[src/rtl/reset_seq_pkg.sv]
// -----------------------------------------------------------------------------
// reset_seq_pkg
// Shared definitions for the reset sequencer:
//   - seq_state_e      : 2-bit encoding of the release sequence states
//   - RST_CNT_MAX      : saturation value of the abort/re-entry counter
//   - sat_inc8()       : saturating 8-bit increment used for reset_count
// No ports (package).
// -----------------------------------------------------------------------------
package reset_seq_pkg;

    // Release sequence: hold everything, release core, release peripherals, run.
    typedef enum logic [1:0] {
        S_HOLD   = 2'd0,
        S_CORE   = 2'd1,
        S_PERIPH = 2'd2,
        S_RUN    = 2'd3
    } seq_state_e;

    localparam logic [7:0] RST_CNT_MAX = 8'd255;

    // Increment that sticks at RST_CNT_MAX instead of wrapping to zero.
    function automatic logic [7:0] sat_inc8(input logic [7:0] value);
        logic [7:0] result;
        if (value == RST_CNT_MAX) begin
            result = value;
        end else begin
            result = value + 8'd1;
        end
        return result;
    endfunction

endpackage

[src/rtl/rst_sync_bit.sv]
// -----------------------------------------------------------------------------
// rst_sync_bit
// Single-bit flop chain used to bring an asynchronous level into the
// axis_aclk domain. The chain is cleared/preset asynchronously to RESET_VAL
// so that, while the block is in reset, the synchronized value already sits
// at its "safe" level (request asserted / clock not locked).
//
// Parameters:
//   STAGES    : number of flops in the chain (>=1)
//   RESET_VAL : value loaded into every flop while i_rst_n is low
// Ports:
//   i_clk   in  1  sampling clock
//   i_rst_n in  1  asynchronous active-low clear/preset
//   i_d     in  1  raw asynchronous input
//   o_q     out 1  synchronized output (last flop of the chain)
// -----------------------------------------------------------------------------
module rst_sync_bit #(
    parameter int   STAGES    = 2,
    parameter logic RESET_VAL = 1'b0
) (
    input  logic i_clk,
    input  logic i_rst_n,
    input  logic i_d,
    output logic o_q
);

    logic [STAGES-1:0] r_chain;

    // Shift the raw input through the chain; preset/clear asynchronously.
    always_ff @(posedge i_clk or negedge i_rst_n) begin
        if (!i_rst_n) begin
            r_chain <= {STAGES{RESET_VAL}};
        end else begin
            r_chain[0] <= i_d;
            for (int i = 1; i < STAGES; i++) begin
                r_chain[i] <= r_chain[i-1];
            end
        end
    end

    assign o_q = r_chain[STAGES-1];

endmodule

[src/rtl/reset_sequencer.sv]
// -----------------------------------------------------------------------------
// reset_sequencer
// Top-of-design reset controller. Synchronizes the raw reset request and the
// clock-locked flag, requires HOLD_CYCLES consecutive qualifying cycles, and
// then releases the core reset, the peripheral reset and finally reset_done,
// STAGE_GAP cycles apart. Losing qualification in any released state aborts
// back to HOLD and drops every output on the same edge.
//
// Parameters:
//   SYNC_STAGES : depth of the request/lock synchronization path (>=2)
//   HOLD_CYCLES : qualifying cycles needed before core release (>=1)
//   STAGE_GAP   : cycles between core release, peripheral release, done (>=1)
//   CNT_WIDTH   : cycle counter width, must hold max(HOLD_CYCLES, STAGE_GAP)
// Ports:
//   axis_aclk     in  1  sole clock
//   axis_resetn   in  1  asynchronous active-low block reset
//   ext_reset_in  in  1  raw asynchronous reset request, active-high
//   clk_locked    in  1  raw asynchronous clock-locked flag, active-high
//   core_resetn   out 1  registered core-domain reset, active-low
//   periph_resetn out 1  registered peripheral-domain reset, active-low
//   reset_done    out 1  registered, high when fully out of reset
//   reset_count   out 8  aborts back into HOLD, saturating at 255
// -----------------------------------------------------------------------------
module reset_sequencer
    import reset_seq_pkg::*;
#(
    parameter int SYNC_STAGES = 3,
    parameter int HOLD_CYCLES = 200,
    parameter int STAGE_GAP   = 16,
    parameter int CNT_WIDTH   = 16
) (
    input  logic       axis_aclk,
    input  logic       axis_resetn,
    input  logic       ext_reset_in,
    input  logic       clk_locked,
    output logic       core_resetn,
    output logic       periph_resetn,
    output logic       reset_done,
    output logic [7:0] reset_count
);

    // The FSM state/counter registers act as the final sampling stage of the
    // synchronization path, so the explicit chains are one flop shorter than
    // SYNC_STAGES. A change on a raw input just after edge k is acted on by
    // the FSM at edge k+SYNC_STAGES.
    localparam int SYNC_FLOPS = SYNC_STAGES - 1;

    localparam logic [CNT_WIDTH-1:0] CNT_ZERO  = {CNT_WIDTH{1'b0}};
    localparam logic [CNT_WIDTH-1:0] CNT_ONE   = {{(CNT_WIDTH-1){1'b0}}, 1'b1};
    localparam logic [CNT_WIDTH-1:0] HOLD_LAST = CNT_WIDTH'(HOLD_CYCLES - 1);
    localparam logic [CNT_WIDTH-1:0] GAP_LAST  = CNT_WIDTH'(STAGE_GAP - 1);

    logic w_ext_sync;
    logic w_lock_sync;
    logic w_qual;

    seq_state_e           r_state;
    logic [CNT_WIDTH-1:0] r_cnt;
    logic                 r_core_resetn;
    logic                 r_periph_resetn;
    logic                 r_reset_done;
    logic [7:0]           r_reset_count;

    // Request synchronizer presets to "request asserted" so reset is held.
    rst_sync_bit #(
        .STAGES    (SYNC_FLOPS),
        .RESET_VAL (1'b1)
    ) u_sync_ext (
        .i_clk   (axis_aclk),
        .i_rst_n (axis_resetn),
        .i_d     (ext_reset_in),
        .o_q     (w_ext_sync)
    );

    // Lock synchronizer clears to "not locked" so reset is held.
    rst_sync_bit #(
        .STAGES    (SYNC_FLOPS),
        .RESET_VAL (1'b0)
    ) u_sync_lock (
        .i_clk   (axis_aclk),
        .i_rst_n (axis_resetn),
        .i_d     (clk_locked),
        .o_q     (w_lock_sync)
    );

    assign w_qual = !w_ext_sync && w_lock_sync;

    // Release sequencer: state, cycle counter, staged outputs and abort count.
    always_ff @(posedge axis_aclk or negedge axis_resetn) begin
        if (!axis_resetn) begin
            r_state         <= S_HOLD;
            r_cnt           <= CNT_ZERO;
            r_core_resetn   <= 1'b0;
            r_periph_resetn <= 1'b0;
            r_reset_done    <= 1'b0;
            r_reset_count   <= 8'd0;
        end else if ((r_state != S_HOLD) && !w_qual) begin
            // Abort wins over any stage transition due in the same cycle.
            r_state         <= S_HOLD;
            r_cnt           <= CNT_ZERO;
            r_core_resetn   <= 1'b0;
            r_periph_resetn <= 1'b0;
            r_reset_done    <= 1'b0;
            r_reset_count   <= sat_inc8(r_reset_count);
        end else begin
            case (r_state)
                S_HOLD: begin
                    r_periph_resetn <= 1'b0;
                    r_reset_done    <= 1'b0;
                    if (w_qual) begin
                        if (r_cnt == HOLD_LAST) begin
                            r_state       <= S_CORE;
                            r_cnt         <= CNT_ZERO;
                            r_core_resetn <= 1'b1;
                        end else begin
                            r_cnt         <= r_cnt + CNT_ONE;
                            r_core_resetn <= 1'b0;
                        end
                    end else begin
                        // Any gap in qualification restarts the full count.
                        r_cnt         <= CNT_ZERO;
                        r_core_resetn <= 1'b0;
                    end
                end
                S_CORE: begin
                    if (r_cnt == GAP_LAST) begin
                        r_state         <= S_PERIPH;
                        r_cnt           <= CNT_ZERO;
                        r_periph_resetn <= 1'b1;
                    end else begin
                        r_cnt <= r_cnt + CNT_ONE;
                    end
                end
                S_PERIPH: begin
                    if (r_cnt == GAP_LAST) begin
                        r_state      <= S_RUN;
                        r_cnt        <= CNT_ZERO;
                        r_reset_done <= 1'b1;
                    end else begin
                        r_cnt <= r_cnt + CNT_ONE;
                    end
                end
                S_RUN: begin
                    r_cnt <= r_cnt;
                end
                default: begin
                    // Unreachable encoding: fall back to the fully-held state.
                    r_state         <= S_HOLD;
                    r_cnt           <= CNT_ZERO;
                    r_core_resetn   <= 1'b0;
                    r_periph_resetn <= 1'b0;
                    r_reset_done    <= 1'b0;
                end
            endcase
        end
    end

    assign core_resetn   = r_core_resetn;
    assign periph_resetn = r_periph_resetn;
    assign reset_done    = r_reset_done;
    assign reset_count   = r_reset_count;

endmodule
[config.mk]
export PLATFORM = sky130hd
export DESIGN_NAME = reset_sequencer
export DESIGN_NICKNAME = d
export VERILOG_FILES = /design/src/rtl/reset_seq_pkg.sv /design/src/rtl/rst_sync_bit.sv /design/src/rtl/reset_sequencer.sv
export SDC_FILE = /design/constraint.sdc
export NUM_CORES = 1
export LEC_CHECK = 0
export BUFFER_PORTS_ARGS = -buffer_cell sky130_fd_sc_hd__buf_2
export CAP_MARGIN = 15
export CORE_ASPECT_RATIO = 1.1
export CORE_UTILIZATION = 55
export DETAILED_ROUTE_END_ITERATION = 8
export PLACE_DENSITY = 0.72
export SLEW_MARGIN = 20
export SYNTH_ARGS = -nofsm -noshare
export SYNTH_HDL_FRONTEND = slang
export SYNTH_HIERARCHICAL = 1
export SYNTH_SLANG_ARGS = --single-unit
[constraint.sdc]
create_clock -name axis_aclk -period 4.24 [get_ports axis_aclk]
set_clock_uncertainty 0.05 [all_clocks]
set_input_delay 1.272 -clock axis_aclk [delete_from_list [all_inputs] [get_ports axis_aclk]]
set_output_delay 1.272 -clock axis_aclk [all_outputs]
set_load 0.005 [all_outputs]
==> results of run 1 <==
-- cell type report --
class                   count  area share
multi-input cells         142       0.461
clock buffers               6      0.0261
inverters                   6      0.0115
clock inverters             2      0.0191
repair buffers             15      0.0395
well taps                  34      0.0217
flip-flops and latches     33       0.422
-- sequential cells by signal (all words and copies together) (netlist names) --
register / flops
u_sync_lock/r_chain: 2
periph_resetn: 1
u_sync_ext/r_chain: 2
core_resetn: 1
r_state: 2
reset_count: 8
r_cnt: 16
reset_done: 1
-- path summary, 6_finish.rpt --
check	startpoint	end	slack, ns	cells past startpoint
max	r_cnt[9]	r_cnt[3]	1.64	5
min	u_sync_lock/r_chain[0]	u_sync_lock/r_chain[1]	0.31	0
max reg2reg	r_cnt[9]	r_cnt[3]	1.64	5
min reg2reg	u_sync_lock/r_chain[0]	u_sync_lock/r_chain[1]	0.31	0
max in group asynchronous	axis_resetn	reset_done	2.74	1
min in group asynchronous	axis_resetn	reset_count[2]	0.93	1
-- stage by stage --
| step | hold WS [ns] | instances | worst slack, ns |
|---|---|---|---|
| floorplan | 0.281 | 185 | 1.98 |
| global placement | 0.285 | 230 | 1.70 |
| detailed placement | 0.286 | 230 | 1.66 |
| CTS | 0.311 | 238 | 1.64 |
| global route | 0.315 | 238 | 1.51 |
| finish | 0.310 | 238 | 1.64 |
-- power breakdown --
part,internal [mW],switching (mW)
logic,0.00488,0.0136
clock network,0.140,0.115
registers,0.318,0.00182
total,0.463,0.131
-- layout by cell type (no fill, tap or decap), drive strengths merged, types with 2 or more instances in the layout --
master,netlist,final
a21o,2,2
a21oi,4,4
a22o,7,7
and2,3,3
and3,3,3
buf,1,15
clkbuf,3,6
dfrtp,31,31
dfstp,2,2
ha,6,6
inv,6,6
mux2i,2,2
nand2,23,23
nand3,9,9
nand3b,4,4
nand4,5,5
nor2,17,17
nor2b,3,3
nor3,6,6
nor4,2,2
o211ai,2,2
o21ai,15,15
o311ai,4,4
or3,2,2
or4,7,7
xnor2,3,3
xor2,3,3
-- critical path: stages (launching register included) --
cell and delay, ns:
dfrtp_1 0.45, or4_4 0.55, or4_4 0.59, a2bb2oi_4 0.38, nor2_1 0.21, a22o_1 0.27
-- cell families (layout without fill, tap and decap cells) --
logic type	after synthesis	count (layout)	synth area share
fa+ha+maj	6	6	0.0423
mux	3	3	0.0176
flops	33	33	0.467
xor+xnor	6	6	0.0296
buf+inv	10	29	0.0233
compound gates	40	40	0.161
simple gates	87	87	0.259
-- layer usage --
layer  share of wire  GRT usage  vias to the layer above
li1                -          -                      711
met3           0.055     0.0483                       10
met2            0.49      0.406                       49
met1            0.43      0.274                      691
met5               0          0                        -
met4           0.024      0.157                        0
==> results.md, run 1 <==
* Run status: complete, no violations
* Top post-synthesis cells by count: dfrtp_1 (31), nand2_1 (23), nor2_1 (17)
* Power, Total at 594 uW
* Syn Inst Count at 185
* Synth area leader: dfrtp_1
* GRT Total Usage at 0.236
* # DRC at 0
* Worst Path Arrival at 2.79 ns
* Detailed Place HPWL at 2.55 mm
* Max Cap Violations at 0
* Initial antenna violation count at 0
* Cell area after layout at 1960 um2
* Gpl congestion at 0.813
* Root Driver: clkbuf_4
* Cell Pwr Density at 302 nW/um2
* Worst Max-Slew Pin Slew at 0.844 ns
* TNS Setup at 0 ns
* Async SR Flop Fraction at 1.00
* Top post-synthesis cells by area: dfrtp_1 (44%), nand2_1 (4.9%), ha_1 (4.2%), nor2_1 (3.6%), a22o_1 (3.5%)
* Net Count, Synth at 195
* Slew margin rel. at 0.434
* Die width at 56.2 um
* CTS tree: yes
* Placed cell area at 1880 um2
* Largest net degree at the start of global routing at 34
* Avg WL per Cell at 15.1 um
* DRT iter0 DRCs at 75
* Count of cell types in the netlist at 40
* Post-CTS Setup Repair Bufs at 0
* Register area at 828 um2
* Register area share after synthesis at 0.467
* Cts hold-fix bufs at 0
* Crit path required time at 4.43 ns
* H-tree depth at 2
* Crit Path Class: flop to flop
* Vias per Instance at 6.14
* Routed Antenna Nets at 0
* Routed vias at 1461
* Core ar. at 3050 um2
* Leak at 0.958 nW
* Final setup vio count at 0
* Area share of the largest cell type after synthesis at 0.437
* First-pass GRT wire length at 6.13 mm
* Cell row count at 21
* Number of synthesized flops with an enable pin at 0
* Fraction of layout cells with a size suffix above 1 at 0.157
* Post-cts gate resize count at 0
* Die H at 61.6 um
* Initial Utilization at 0.582
* Unrepaired setup endpoints after global routing: no
* Routed wire length at 3.59 mm
* Clock-pin slew of the registers on the worst-case setup and hold paths at 0.11 ns
* CP endpoint kind: flop
* Clock Tree Buf Depth at 2
* Total congestion overflow at 0
* Crit Path Max Fanout at 18
* CTS Buf Count at 5
* Cell Area, Synth at 1770 um2
* VDD IR max at 0.271 mV
* Prevailing post-synth register cell: dfrtp_1
* Clk Latency, worst-skew pair at 0.34 ns
* Antenna diodes at 0
* Peak Freq at 0.384 GHz
* Pre-antenna DRT Iters at 4
* DIE AREA at 3460 um2
* Synthesized flop and latch total at 33
* Port Buffers at 14
* Number of global-route vias before repair at 1391
* Fin crit share at 0.614
* Worst Hold Class: flop to flop
* Most common cell in the netlist: dfrtp_1
* CTS sink cnt at 33
* Final Max Tran Viols at 0
* Boundary Pins at 15
* Startpoint types: flop
* Tmin final at 2.60 ns
* Final Core Density at 0.644
* Post-Syn Area per Cell at 9.59 um2
* Layout Nets at 213
* Fillers at 258
* Multi-input gate area at 905 um2
* Final hold violation count at 0
* Area delta synth->final at 10.7%
* Synth warnings at 6
Note: power is estimated with default switching activity, not from simulation.
==> run 2: changes to the inputs <==
CORE_UTILIZATION = 53   (was 55)
PLACE_DENSITY = 0.73   (was 0.72)
clock period = 2.3 ns   (was 4.24 ns; I/O delays follow)
==> results.md, run 2 (same netlist as run 1, synthesis figures left out) <==
* CP endpoint kind: flop (unchanged)
* # DRC at 0 (unchanged)
* Max stage delay cell, worst path: or4_4 (unchanged)
* Crit path required time at 2.48 ns (was 4.43 ns)
* Largest net degree at the start of global routing at 34 (unchanged)
* Setup WS pre-CTS at -0.106 ns (was 1.66 ns)
* Crit path largest cell delay at 0.57 ns (was 0.59 ns)
* Clk Latency, worst-skew pair at 0.34 ns (about the same)
* Crit Path Class: flop to flop (unchanged)
* Cell area after layout at 2200 um2 (was 1960 um2)
* Clock Tree Buf Depth at 2 (unchanged)
* Cts hold-fix bufs at 0 (unchanged)
* Global-route layer with the greatest usage: met2 (unchanged)
* Multi-input gate area at 956 um2 (was 905 um2)
* GRT Total Usage at 0.262 (was 0.236)
* Die width at 57.2 um (was 56.2 um)
* CTS tree: yes (unchanged)
* Cell Pwr Density at 489 nW/um2 (was 302 nW/um2)
* Boundary Pins at 15 (unchanged)
* DIE AREA at 3580 um2 (was 3460 um2)
* Violated checks: negative setup slack
* Power, Total at 1.08 mW (was 594 uW)
* Area delta synth->final at 24.0% (was 10.7%)
* CP dominant cell by count: or4_4 (unchanged)
* Register area at 830 um2 (was 828 um2)
* Worst Hold Class: flop to flop (unchanged)
* Die H at 62.7 um (was 61.6 um)
* H-tree depth at 2 (unchanged)
* Port Buffers at 14 (unchanged)
* Worst Slack Setup Final at -0.0570 ns (was 1.64 ns)
* GR Util met3 at 0.0621 (was 0.0483)
* Layout Nets at 237 (was 213)
* Core ar. at 3130 um2 (was 3050 um2)
* Final Max Tran Viols at 0 (unchanged)
* Gpl congestion at 0.893 (was 0.813)
* Initial Utilization at 0.567 (was 0.582)
* CTS sink cnt at 33 (unchanged)
* Slew margin rel. at 0.524 (was 0.434)
* Avg WL per Cell at 15.9 um (was 15.1 um)
* Met2 Usage GRT at 0.421 (was 0.406)
* Routed Antenna Nets at 0 (unchanged)
* Met1 GRT Util at 0.347 (was 0.274)
* Tmin final at 2.36 ns (was 2.60 ns)
* Antenna diodes at 0 (unchanged)
* Fin crit share at 1.02 (was 0.614)
* Routed wire length at 4.16 mm (was 3.59 mm)
* TNS Setup at -0.286 ns (was 0 ns)
* Most frequent cells in the layout: dfrtp_1 (30), nand2_1 (23), buf_4 (23) (was dfrtp_1 (31), nand2_1 (23), nor2_1 (17))
* VDD IR max at 0.398 mV (was 0.271 mV)
* Startpoint types: flop (unchanged)
* Vias per Instance at 6.14 (about the same)
* Peak Freq at 0.424 GHz (was 0.384 GHz)
* Initial antenna violation count at 0 (unchanged)
* Number of global-route vias before repair at 1553 (was 1391)
* Largest register FFs at 16 (unchanged)
* R2R Setup Slk at -0.06 ns (was 1.64 ns)
* Leak at 1.09 nW (was 0.958 nW)
* Clock-pin slew of the registers on the worst-case setup and hold paths at 0.11 ns (about the same)
* Largest Register: r_cnt (unchanged)
* Final setup vio count at 12 (was 0)
* Root Driver: clkbuf_4 (unchanged)
* Run status: complete, but fails checks (was complete, no violations)
* CP cell instances: or4_4 -> or4_4 -> a2bb2oi_4 -> buf_6 -> o21ai_4 -> a22o_1 (was or4_4 -> or4_4 -> a2bb2oi_4 -> nor2_1 -> a22o_1)
* CTS Buf Count at 5 (unchanged)
* Commonest non-fill, non-tap cell in the layout: dfrtp_1 (unchanged)
* Crit Path Max Fanout at 6 (was 18)
* Fraction of layout cells with a size suffix above 1 at 0.281 (was 0.157)
* Fillers at 231 (was 258)
* Total congestion overflow at 0 (unchanged)
* Cell row count at 21 (unchanged)
* DRT iter0 DRCs at 111 (was 75)
* Routed vias at 1608 (was 1461)
* Detailed Place HPWL at 2.83 mm (was 2.55 mm)
* Worst Max-Slew Pin Slew at 0.715 ns (was 0.844 ns)
* Max Cap Violations at 0 (unchanged)
* Unrepaired setup endpoints after global routing: yes (was no)
* Pre-antenna DRT Iters at 4 (unchanged)
* Placed cell area at 2030 um2 (was 1880 um2)
* First-pass GRT wire length at 7.19 mm (was 6.13 mm)
* Worst Path Arrival at 2.54 ns (was 2.79 ns)
* Final hold violation count at 0 (unchanged)
run 2: cell types whose count changed in the layout (fill, tap and decap cells not counted), sizes merged:
cell,delta
clkinv,+1
buf,+24
clkbuf,-1
run 2: area by class of cell:
type	instances	area share
Sequential cell	33	0.377
Clock inverter	3	0.0210
Tap cell	34	0.0193
Multi-Input combinational cell	142	0.435
Timing Repair Buffer	39	0.121
Clock buffer	5	0.0171
Inverter	6	0.0102
run 2: path summary, 6_finish.rpt:
kind | start | end | cells past startpoint
worst max-delay path | r_cnt[8] | r_cnt[6] | 6
worst min-delay path | u_sync_ext/r_chain[0] | u_sync_ext/r_chain[1] | 0
worst max register to register | r_cnt[8] | r_cnt[6] | 6
worst min register to register | u_sync_ext/r_chain[0] | u_sync_ext/r_chain[1] | 0
max in group asynchronous | axis_resetn | r_state[0] | 1
min in group asynchronous | axis_resetn | reset_done | 1
run 2: power breakdown:
group	total (mW)	internal [mW]	leakage (nW)	switching [mW]
combinational	0.0454	0.0167	0.600	0.0287
sequential	0.590	0.586	0.447	0.00346
clock	0.441	0.230	0.0414	0.211
run 2: routing by layer:
metal  wire length, um  part of all wire
met1              1770              0.42
met2              2100              0.51
met3               221             0.053
met4                65             0.016
met5                 0                 0
run 2: critical path, delay by kind of cell (launching register included):
kind | cells | cell delay (ns)
buf+inv | 1 | 0.16
flops | 1 | 0.39
compound gates | 3 | 0.55
simple gates | 2 | 1.10
run 2: per-stage QoR:
stage / util / hold slack (ns) / cells
after floorplan: - / 0.281 / 185
after global placement: 0.648 / 0.288 / 250
after detailed placement: 0.648 / 0.297 / 250
after CTS: 0.683 / 0.314 / 259
after global routing: 0.703 / 0.323 / 262
final: 0.703 / 0.312 / 262
run 2: timing repair:
item | 4_1_cts | 5_1_grt
buffers inserted | 1 | 3
pin swaps | 1 | 4
setup endpoints to repair | 12 | 16
resized for setup | 7 | 12
